$ cat src/rtl/btn_debounce_if.sv
// Button conditioning bus: raw buttons in, debounced levels, press pulses and
// the stretched reset out. The master drives btn; the slave (btn_debounce) drives the rest.
interface btn_debounce_if #(
    parameter int unsigned N_BTN = 4
);
    logic [N_BTN-1:0] btn;
    logic [N_BTN-1:0] btn_out;
    logic [N_BTN-1:0] btn_press;
    logic             reset_out;

    modport master (
        output btn,
        input  btn_out,
        input  btn_press,
        input  reset_out
    );

    modport slave (
        input  btn,
        output btn_out,
        output btn_press,
        output reset_out
    );
endinterface

$ cat src/rtl/btn_debounce.sv
// btn_debounce: input conditioning in front of the graphic core.
// Per button: 2-FF synchroniser, 4-state debounce FSM, registered level and a
// one-cycle press pulse. reset_out is i_reset stretched by RST_HOLD cycles.
// Optional auto-repeat while held is enabled by defining BTN_REPEAT_EN
// (requires REPEAT_RATE <= REPEAT_DELAY).
module btn_debounce #(
    parameter int unsigned N_BTN        = 4,
    parameter int unsigned DB_CYCLES    = 500000,
    parameter int unsigned CNT_W        = 20,
    parameter int unsigned RST_HOLD     = 16,
    parameter int unsigned REPEAT_DELAY = 25000000,
    parameter int unsigned REPEAT_RATE  = 5000000
) (
    input  logic          i_clk,
    input  logic          i_reset,
    btn_debounce_if.slave bus
);
    localparam int unsigned HOLD_W = (RST_HOLD < 1) ? 1 : $clog2(RST_HOLD + 1);
    localparam logic [CNT_W-1:0] DB_LAST = CNT_W'(DB_CYCLES - 1);

    typedef enum logic [1:0] {
        StIdle,
        StPressWait,
        StHeld,
        StRelWait
    } state_e;

    logic [N_BTN-1:0]  r_s1;
    logic [N_BTN-1:0]  r_s2;
    logic              r_rst_out;
    logic [HOLD_W-1:0] r_hold;

    // Two-stage synchroniser for the asynchronous button pins
    always_ff @(posedge i_clk) begin
        if (i_reset) begin
            r_s1 <= '0;
            r_s2 <= '0;
        end else begin
            r_s1 <= bus.btn;
            r_s2 <= r_s1;
        end
    end

    // Reset stretcher: held high during reset, then RST_HOLD more cycles
    always_ff @(posedge i_clk) begin
        if (i_reset) begin
            r_rst_out <= 1'b1;
            r_hold    <= '0;
        end else if (r_rst_out) begin
            if (r_hold == HOLD_W'(RST_HOLD)) begin
                r_rst_out <= 1'b0;
            end else begin
                r_hold <= r_hold + HOLD_W'(1);
            end
        end
    end

    assign bus.reset_out = r_rst_out;

`ifdef BTN_REPEAT_EN
    localparam int unsigned REP_W = CNT_W + 6;
    localparam logic [REP_W-1:0] REP_FIRST  = REP_W'(REPEAT_DELAY);
    // After each repeat pulse r is pulled back so it hits REP_FIRST again in REPEAT_RATE cycles
    localparam logic [REP_W-1:0] REP_RELOAD = REP_W'(REPEAT_DELAY - REPEAT_RATE);
`else
    logic w_unused_repeat;
    assign w_unused_repeat = ^{32'(REPEAT_DELAY), 32'(REPEAT_RATE)};
`endif

    for (genvar g = 0; g < N_BTN; g++) begin : g_btn
        state_e           r_state;
        state_e           w_state_nxt;
        logic [CNT_W-1:0] r_cnt;
        logic [CNT_W-1:0] w_cnt_nxt;
        logic             r_out;
        logic             r_press;
        logic             w_press_nxt;
`ifdef BTN_REPEAT_EN
        logic [REP_W-1:0] r_rep;
        logic [REP_W-1:0] w_rep_nxt;
        logic [REP_W-1:0] w_rep_inc;
        assign w_rep_inc = r_rep + REP_W'(1);
`endif

        // State, counter and registered outputs
        always_ff @(posedge i_clk) begin
            if (i_reset) begin
                r_state <= StIdle;
                r_cnt   <= '0;
                r_out   <= 1'b0;
                r_press <= 1'b0;
`ifdef BTN_REPEAT_EN
                r_rep   <= '0;
`endif
            end else begin
                r_state <= w_state_nxt;
                r_cnt   <= w_cnt_nxt;
                r_out   <= (w_state_nxt == StHeld) || (w_state_nxt == StRelWait);
                r_press <= w_press_nxt;
`ifdef BTN_REPEAT_EN
                r_rep   <= w_rep_nxt;
`endif
            end
        end

        // Debounce next-state: a level change needs DB_CYCLES stable samples
        always_comb begin
            w_state_nxt = r_state;
            w_cnt_nxt   = r_cnt;
            w_press_nxt = 1'b0;
`ifdef BTN_REPEAT_EN
            w_rep_nxt   = r_rep;
`endif
            unique case (r_state)
                StIdle: begin
                    if (r_s2[g]) begin
                        w_state_nxt = StPressWait;
                        w_cnt_nxt   = '0;
                    end
                end
                StPressWait: begin
                    if (!r_s2[g]) begin
                        w_state_nxt = StIdle;
                        w_cnt_nxt   = '0;
                    end else if (r_cnt == DB_LAST) begin
                        w_state_nxt = StHeld;
                        w_cnt_nxt   = '0;
                        w_press_nxt = 1'b1;
`ifdef BTN_REPEAT_EN
                        w_rep_nxt   = '0;
`endif
                    end else begin
                        w_cnt_nxt = r_cnt + CNT_W'(1);
                    end
                end
                StHeld: begin
                    if (!r_s2[g]) begin
                        w_state_nxt = StRelWait;
                        w_cnt_nxt   = '0;
                    end
`ifdef BTN_REPEAT_EN
                    else if (w_rep_inc == REP_FIRST) begin
                        w_press_nxt = 1'b1;
                        w_rep_nxt   = REP_RELOAD;
                    end else begin
                        w_rep_nxt = w_rep_inc;
                    end
`endif
                end
                StRelWait: begin
                    if (r_s2[g]) begin
                        // Release glitch: back to held, repeat timer resumes where it froze
                        w_state_nxt = StHeld;
                        w_cnt_nxt   = '0;
                    end else if (r_cnt == DB_LAST) begin
                        w_state_nxt = StIdle;
                        w_cnt_nxt   = '0;
`ifdef BTN_REPEAT_EN
                        w_rep_nxt   = '0;
`endif
                    end else begin
                        w_cnt_nxt = r_cnt + CNT_W'(1);
                    end
                end
            endcase
        end

        assign bus.btn_out[g]   = r_out;
        assign bus.btn_press[g] = r_press;
    end
endmodule
$ cat src/flat_wrapper.sv
// flat-port wrapper written by rule: the top's interface ports become plain ports
module btn_debounce_flat 
#(
    parameter int unsigned N_BTN        = 4,
    parameter int unsigned DB_CYCLES    = 500000,
    parameter int unsigned CNT_W        = 20,
    parameter int unsigned RST_HOLD     = 16,
    parameter int unsigned REPEAT_DELAY = 25000000,
    parameter int unsigned REPEAT_RATE  = 5000000
)
  (i_clk, i_reset, bus_btn, bus_btn_out, bus_btn_press, bus_reset_out);
  btn_debounce_if #(.N_BTN(N_BTN)) bus_i ();
  input  logic i_clk;
  input  logic i_reset;
  input wire logic [$bits(bus_i.btn)-1:0] bus_btn;
  output wire logic [$bits(bus_i.btn_out)-1:0] bus_btn_out;
  output wire logic [$bits(bus_i.btn_press)-1:0] bus_btn_press;
  output wire logic [$bits(bus_i.reset_out)-1:0] bus_reset_out;
  assign bus_i.btn = bus_btn;
  assign bus_btn_out = bus_i.btn_out;
  assign bus_btn_press = bus_i.btn_press;
  assign bus_reset_out = bus_i.reset_out;
  btn_debounce #(.N_BTN(N_BTN), .DB_CYCLES(DB_CYCLES), .CNT_W(CNT_W), .RST_HOLD(RST_HOLD), .REPEAT_DELAY(REPEAT_DELAY), .REPEAT_RATE(REPEAT_RATE)) u_core (.i_clk(i_clk), .i_reset(i_reset), .bus(bus_i));
endmodule
$ cat config.mk
export PLATFORM = sky130hd
export DESIGN_NAME = btn_debounce_flat
export DESIGN_NICKNAME = d
export VERILOG_FILES = /design/src/rtl/btn_debounce_if.sv /design/src/rtl/btn_debounce.sv /design/src/flat_wrapper.sv
export SDC_FILE = /design/constraint.sdc
export NUM_CORES = 1
export LEC_CHECK = 0
export ABC_AREA = 1
export CAP_MARGIN = 10
export CELL_PAD_IN_SITES_DETAIL_PLACEMENT = 0
export CELL_PAD_IN_SITES_GLOBAL_PLACEMENT = 1
export CORE_MARGIN = 1.5
export CORE_UTILIZATION = 45
export DETAILED_ROUTE_END_ITERATION = 10
export HOLD_SLACK_MARGIN = 0.05
export PLACE_DENSITY_LB_ADDON = 0.2
export SETUP_SLACK_MARGIN = 0.2
export SYNTH_ARGS = -nofsm -noshare
export SYNTH_HDL_FRONTEND = slang
export SYNTH_SLANG_ARGS = --single-unit
$ cat constraint.sdc
create_clock -name i_clk -period 1.8 [get_ports i_clk]
set_clock_uncertainty 0.2 [all_clocks]
set_input_delay 0.36 -clock i_clk [delete_from_list [all_inputs] [get_ports i_clk]]
set_output_delay 0.36 -clock i_clk [all_outputs]
set_load 0.01 [all_outputs]
==> impl_metrics.env, run 1 <==
export IMPL_drt_total_wl_microns=12600
export IMPL_timing_fmax_mhz=614
export IMPL_avgRoutedWirePerCell_microns=12.1
export IMPL_start_kind="flop"
export IMPL_timing_hold_violations_final=0
export IMPL_synth_seq_cells=110
export IMPL_hold_path_depth=2
export IMPL_p_sw_frac=0.230
export IMPL_min_period_over_period=0.904
export IMPL_post_synth_and_or_nand_nor_area_fraction=0.388
export IMPL_synth_yosys_warnings=0
export IMPL_syn_area_per_cell_sq_um=6.88
export IMPL_core_sq_mm=0.0121
export IMPL_post_dp_hpwl_microns=8210
export IMPL_power_per_cell_area_mw_per_mm2=647
export IMPL_timing_setup_critical_path_class="reg -> reg"
export IMPL_grt_pass1_vias=4681
export IMPL_synthToLayoutAreaGrowth_pct=30.8
export IMPL_grt_setup_unrepaired="yes"
export IMPL_cell_internal_pwr_mw=3.69
export IMPL_drtIter0Drc=187
export IMPL_worst_r2r_cell_count=8
export IMPL_p_clk_frac=0.433
export IMPL_cts_path_max_buffers=2
export IMPL_critical_path_peak_fanout=7
export IMPL_io_buffer_count=14
export IMPL_worst_endpoint_required_ns=1.85
export IMPL_power_switching_mw=1.10
export IMPL_cp_end_kind="flop"
export IMPL_layout_common_cells="nand2_1 (167), inv_1 (101), nor2_1 (93), dfxtp_1 (82), nand3_1 (56)"
export IMPL_synth_compound_gate_area_share=0.0462
export IMPL_status="finished, final reports clean"
export IMPL_cts_htree_levels=3
export IMPL_r2r_setup_slk_ns=0.17
export IMPL_comb_power_share=0.056
export IMPL_worstHoldStart="u_core.r_s1[1]$_SDFF_PP0_"
export IMPL_cts_root_buf="clkbuf_16"
export IMPL_setup_viol=0
export IMPL_worst_path_largest_cell_delay_ns=0.37
export IMPL_synthXorXnorAreaFrac=0.0589
export IMPL_slew_headroom=0.802
export IMPL_share_of_the_yosys_chip_area_belonging_to_registers=0.389
export IMPL_drc_errors=0
export IMPL_syn_nets=834
export IMPL_post_synth_inst_count=822
export IMPL_synthDominantAreaCellType="dfxtp_1"
export IMPL_synthDominantCellAreaShare=0.389
export IMPL_worst_path_dominant_cell_family="simple AND/OR/NAND/NOR gates"
export IMPL_timing_critical_path_buf_inv=0
export IMPL_cp_depth=8
export IMPL_gpl_final_weighted_congestion=0.832
export IMPL_numClockSinks=110
export IMPL_vdd_ir_drop_worst_mv=0.614
export IMPL_timing_setup_tns_ns=0
export IMPL_maxcap_violations=0
export IMPL_worst_path_max_delay_cell="dfxtp_4"
export IMPL_die_area_sq_mm=0.0132
export IMPL_final_common_cell="nand2_1"
export IMPL_tritoncts="done"
export IMPL_nNetsFinal=883
export IMPL_rr_startpoint="u_core.g_btn[1].r_cnt[1]$_SDFFE_PP0P_"
export IMPL_initial_antenna_violation_count=0
export IMPL_insertion_delay_ns=0.36
export IMPL_grt_max_degree=29
export IMPL_detailroute_via_count=5055
export IMPL_synthAdderAreaFrac=0.0133
export IMPL_floorplan_rows=40
export IMPL_crit_path_cell_trace="ha_4 -> nand3_4 -> nor2_2 -> nand3_2 -> nand2_2 -> nand2_4 -> nand2_8 -> nor2_1"
export IMPL_synth_area_mux_share=0
export IMPL_global_route_usage_total=0.193
export IMPL_post_synth_instance_area_sq_mm=0.00565
export IMPL_die_outline_width_microns=115
export IMPL_cts_hold_buffers_added=0
export IMPL_antennaDiodeCount=0
export IMPL_regToRegEndpoint="u_core.g_btn[1].r_cnt[15]$_SDFFE_PP0P_"
export IMPL_drive_above_1_share=0.290
export IMPL_largest_family_of_logic_cells_by_synthesized_area="simple AND/OR/NAND/NOR gates"
export IMPL_ant_nets=0
export IMPL_hold_path_end="u_core.r_s2[1]$_SDFF_PP0_"
export IMPL_cts_clk_slew_worst_paths_ns=0.07
export IMPL_start_util=0.467
export IMPL_seqPwrFrac=0.512
export IMPL_routed_via_density=4.84
export IMPL_tritoncts_num_buffers=9
export IMPL_finalCoreUtilization=0.610
export IMPL_worstMarginPinSlew_ns=0.297
export IMPL_grt_first_pass_wirelength_microns=20600
export IMPL_leakage_nw=2.74
export IMPL_ys_top_cells_by_area="dfxtp_1 (39%), nand2_1 (12%), nor2_1 (9.7%)"
export IMPL_min_delay_path_class="reg -> reg"
export IMPL_final_global_route_overflow_total=0
export IMPL_ios=15
export IMPL_yosys_cell_types_count=29
export IMPL_worstPathArrival_ns=1.67
export IMPL_detailedRoute_firstPassIterationCount=4
export IMPL_final_min_clock_period_ns=1.63
export IMPL_die_height_microns=115
export IMPL_slew_violations=0
==> per-stage QoR <==
stage	power (mW)	cell area, sq um	std cells	setup WS (ns)	hold slack [ns]
floorplan	2.64	5660	822	0.206	0.188
global placement	2.68	5980	1000	0.0691	0.191
detailed placement	2.69	5980	1000	0.0333	0.197
CTS	4.79	6520	1028	0.179	0.207
global route	4.95	7390	1044	0.0911	0.213
finish	4.78	7390	1044	0.172	0.197
==> logic make-up (layout without fill, tap and decap cells) <==
family                     Yosys count  after routing
AOI/OAI and AO/OA                   50             50
xor gates and xnor gates            38             38
adders and majority gates            6              6
buffers and inverters              135            185
DFF                                110            110
and+or+nand+nor                    483            487
==> power by group through the flow <==
stage	registers [mW]	clock network [mW]	logic, mW
global placement	2.51	0	0.172
floorplan	2.51	0	0.130
detailed placement	2.51	0	0.173
CTS	2.46	2.13	0.200
global route	2.45	2.21	0.288
finish	2.45	2.07	0.266
==> sequential cells by signal, summed over array words and instances (netlist names) <==
name                  cells
u_core.g_btn.r_cnt       80
u_core.g_btn.r_state      8
u_core.r_hold             5
u_core.g_btn.r_out        4
u_core.g_btn.r_press      4
u_core.r_s1               4
u_core.r_s2               4
u_core.bus.reset_out      1
==> cell type report <==
cell class / count / area [sq um]
timing repair buffer: 54 / 468
tap: 168 / 210
clock buffer: 11 / 253
inverter: 115 / 438
clock inverter: 5 / 56.3
multi-input combinational: 581 / 3720
sequential: 110 / 2250
fill: 1079 / 4720
==> worst max path at each step <==
stage / startpoint / endpoint / slack, ns
final: u_core.g_btn[1].r_cnt[1]$_SDFFE_PP0P_ / u_core.g_btn[1].r_cnt[15]$_SDFFE_PP0P_ / 0.17
after global routing: u_core.g_btn[0].r_cnt[1]$_SDFFE_PP0P_ / u_core.g_btn[0].r_cnt[4]$_SDFFE_PP0P_ / 0.09
after CTS: u_core.g_btn[1].r_state[1]$_SDFF_PP0_ / u_core.g_btn[1].r_cnt[11]$_SDFFE_PP0P_ / 0.18
after detailed placement: u_core.g_btn[3].r_cnt[1]$_SDFFE_PP0P_ / u_core.g_btn[3].r_cnt[10]$_SDFFE_PP0P_ / 0.03
after global placement: i_reset / u_core.g_btn[0].r_cnt[16]$_SDFFE_PP0P_ / 0.07
after floorplan: u_core.g_btn[2].r_cnt[1]$_SDFFE_PP0P_ / u_core.g_btn[2].r_cnt[13]$_SDFFE_PP0P_ / 0.21
==> repair_timing <==
item | in CTS | in global routing
resized for setup | 45 | 198
buffers inserted | 9 | 15
cloned | 3 | 1
pin swaps | 16 | 42
endpoints found under the setup margin | 84 | 92
==> synthesized netlist by cell type <==
cell type    n
a21o_1       2
a21oi_1     24
and2_1       1
buf_4       10
buf_6        6
clkbuf_1     4
clkinv_1     1
dfxtp_1    110
ha_1         6
inv_1      111
inv_2        3
nand2_1    183
nand2_2      8
nand2_4      7
nand3_1     69
nand3_2      9
nand3b_1     6
nand4_1     11
nor2_1     146
nor2_2      16
nor2_4       3
nor3_1      19
nor3_2       3
nor3b_1      2
o21ai_0     21
o21bai_1     2
o22ai_1      1
xnor2_1     12
xor2_1      26
==> per-layer routing <==
metal  up-vias  GRT usage  share of wire
met5         -          0              0
met1      2350      0.232           0.46
met3        15     0.0575          0.028
met2        44      0.334           0.50
li1       2646          -              -
met4         0     0.0601          0.013
==> worst register-to-register path, stage by stage, from the launching register on <==
cell and delay [ns]:
dfxtp_4 0.37, ha_4 0.15, nand3_4 0.07, nor2_2 0.12, nand3_2 0.14, nand2_2 0.14
nand2_4 0.12, nand2_8 0.15, nor2_1 0.06
(Power assumes the default switching activity.)
==> inputs of run 2 (changes only) <==
--- a/config.mk
+++ b/config.mk
@@ -12,9 +12,10 @@
 export CORE_MARGIN = 1.5
 export CORE_UTILIZATION = 45
 export DETAILED_ROUTE_END_ITERATION = 10
+export GPL_TIMING_DRIVEN = 1
 export HOLD_SLACK_MARGIN = 0.05
 export PLACE_DENSITY_LB_ADDON = 0.2
-export SETUP_SLACK_MARGIN = 0.2
+export SETUP_SLACK_MARGIN = 0.1
 export SYNTH_ARGS = -nofsm -noshare
 export SYNTH_HDL_FRONTEND = slang
 export SYNTH_SLANG_ARGS = --single-unit
==> run 2 against run 1 <==
Effect of this change: first-iteration DRC count grew 49%; setup slack lost 0.0084 ns; non-clock buffer count shrank 15; largest cell class unchanged; sequential power is essentially flat; register-to-register slack is essentially flat; die area is the same; wire length shrank 2.5%.
==> impl_metrics.env, run 2 (synthesis results as in run 1) <==
export IMPL_status="finished, final reports clean"
export IMPL_finalCoreUtilization=0.559
export IMPL_cts_htree_levels=3
export IMPL_grt_util_met3=0.0511
export IMPL_final_instance_area_sq_mm=0.00677
export IMPL_die_outline_width_microns=115
export IMPL_cts_clk_slew_worst_paths_ns=0.07
export IMPL_top_usage_layer="met2"
export IMPL_timing_setup_tns_ns=0
export IMPL_final_min_clock_period_ns=1.64
export IMPL_crit_path_cell_trace="inv_1 -> ha_1 -> nand4_1 -> nand2_2 -> nor3_1 -> buf_4 -> nand3_1 -> nand2_1 -> nor2_1"
export IMPL_final_global_route_overflow_total=0
export IMPL_insertion_delay_ns=0.36
export IMPL_min_period_over_period=0.909
export IMPL_post_dp_hpwl_microns=8350
export IMPL_grt_first_pass_wirelength_microns=20400
export IMPL_start_util=0.467
export IMPL_detailedRoute_firstPassIterationCount=5
export IMPL_worst_setup_slack_after_layout_ns=0.164
export IMPL_die_height_microns=115
export IMPL_detailroute_via_count=4972
export IMPL_dpl_worst_slack_ns=-0.0665
export IMPL_tritoncts="done"
export IMPL_initial_antenna_violation_count=0
export IMPL_maxcap_violations=0
export IMPL_grt_max_degree=25
export IMPL_final_common_cell="nand2_1"
export IMPL_critical_path_peak_fanout=4
export IMPL_min_delay_path_class="reg -> reg"
export IMPL_largest_reg_flops=80
export IMPL_cts_path_max_buffers=2
export IMPL_floorplan_rows=40
export IMPL_whs_ns=0.215
export IMPL_drive_above_1_share=0.170
export IMPL_placed_cell_area_sq_mm=0.00599
export IMPL_ant_nets=0
export IMPL_avgRoutedWirePerCell_microns=12.0
export IMPL_slew_headroom=0.776
export IMPL_drc_errors=0
export IMPL_worstMarginPinSlew_ns=0.333
export IMPL_worst_path_dominant_cell_family="simple AND/OR/NAND/NOR gates"
export IMPL_worstPathArrival_ns=1.69
export IMPL_ios=15
export IMPL_drtIter0Drc=278
export IMPL_setup_viol=0
export IMPL_slew_violations=0
export IMPL_timing_fmax_mhz=611
export IMPL_numClockSinks=110
export IMPL_grt_pass1_vias=4736
export IMPL_worst_endpoint_required_ns=1.85
export IMPL_layout_common_cells="nand2_1 (175), nor2_1 (128), inv_1 (107), dfxtp_1 (98), nand3_1 (66)"
export IMPL_routed_via_density=4.83
export IMPL_drt_total_wl_microns=12300
export IMPL_synthToLayoutAreaGrowth_pct=19.8
export IMPL_io_buffer_count=14
export IMPL_core_sq_mm=0.0121
export IMPL_gpl_final_weighted_congestion=0.815
export IMPL_start_kind="flop"
export IMPL_timing_setup_critical_path_class="reg -> reg"
export IMPL_global_route_usage_total=0.192
export IMPL_nNetsFinal=868
export IMPL_tritoncts_num_buffers=9
export IMPL_vdd_ir_drop_worst_mv=0.585
export IMPL_worst_path_largest_cell_delay_ns=0.34
export IMPL_leakage_nw=2.57
export IMPL_worst_path_max_delay_cell="dfxtp_1"
export IMPL_top_reg_by_flops="u_core.g_btn.r_cnt"
export IMPL_cp_end_kind="flop"
export IMPL_power_per_cell_area_mw_per_mm2=723
export IMPL_cts_root_buf="clkbuf_16"
export IMPL_reg_top3="u_core.g_btn.r_cnt x80, u_core.g_btn.r_state x8, u_core.r_hold x5"
export IMPL_grt_setup_unrepaired="yes"
export IMPL_antennaDiodeCount=0
export IMPL_die_area_sq_mm=0.0132
export IMPL_timing_critical_path_buf_inv=2
export IMPL_grt_util_met1=0.233
export IMPL_met2_usage=0.337
export IMPL_timing_hold_violations_final=0
[run 2: changes by cell type in the layout (fill, tap and decap cells not counted), moves of 6 or more]
cell | previous run | this run
buf_4 | 32 | 22
dfxtp_1 | 82 | 98
dfxtp_2 | 23 | 11
inv_1 | 101 | 107
nand2_1 | 167 | 175
nand3_1 | 56 | 66
nor2_1 | 93 | 128
nor2_2 | 35 | 26
nor2_4 | 37 | 11
[run 2: final timing paths]
path | startpoint | to | slack (ns) | depth (start not counted)
max | u_core.r_hold[0]$_SDFFE_PP0P_ | u_core.r_hold[4]$_SDFFE_PP0P_ | 0.16 | 9
min | u_core.r_s1[0]$_SDFF_PP0_ | u_core.r_s2[0]$_SDFF_PP0_ | 0.21 | 2
max reg2reg | u_core.r_hold[0]$_SDFFE_PP0P_ | u_core.r_hold[4]$_SDFFE_PP0P_ | 0.16 | 9
min reg2reg | u_core.r_s1[0]$_SDFF_PP0_ | u_core.r_s2[0]$_SDFF_PP0_ | 0.21 | 2
[run 2: final cells by class]
type / count / area, sq um
multi-input combinational: 581 / 3240
tap: 168 / 210
inverter: 115 / 432
sequential: 110 / 2220
fill: 1203 / 5340
clock inverter: 3 / 65.1
timing repair buffer: 39 / 337
clock buffer: 13 / 270
[run 2: repair_timing]
item	in CTS	in global routing
gates cloned	1	3
gates resized for setup	19	80
hold buffers	0	0
endpoints found under the setup margin	41	84
setup buffers	4	4
pin swaps	4	21
[run 2: metal layers]
metal / vias to the layer above / share of wire
met3: 8 / 0.030
li1: 2624 / -
met1: 2273 / 0.47
met2: 67 / 0.49
met4: 0 / 0.0091
met5: - / 0
[run 2: where the power goes]
part / leakage (nW) / switching [mW] / internal, mW
clock: 0.166 / 0.885 / 1.33
sequential: 0.895 / 0.00791 / 2.45
combinational: 1.50 / 0.151 / 0.0709
total: 2.57 / 1.04 / 3.85
[run 2: worst reg2reg max path, delay by kind of cell (launching register included)]
| kind | cells | cell delay (ns) |
|---|---|---|
| adders and majority gates | 1 | 0.21 |
| and+or+nand+nor | 6 | 0.54 |
| buffers and inverters | 2 | 0.24 |
| DFF | 1 | 0.34 |
[run 2: stage by stage]
| stage | power [mW] | std cells |
|---|---|---|
| global placement | 2.68 | 1001 |
| finish | 4.89 | 1029 |
| detailed placement | 2.69 | 1001 |
| floorplan | 2.64 | 822 |
| global route | 5.08 | 1029 |
| CTS | 4.93 | 1022 |
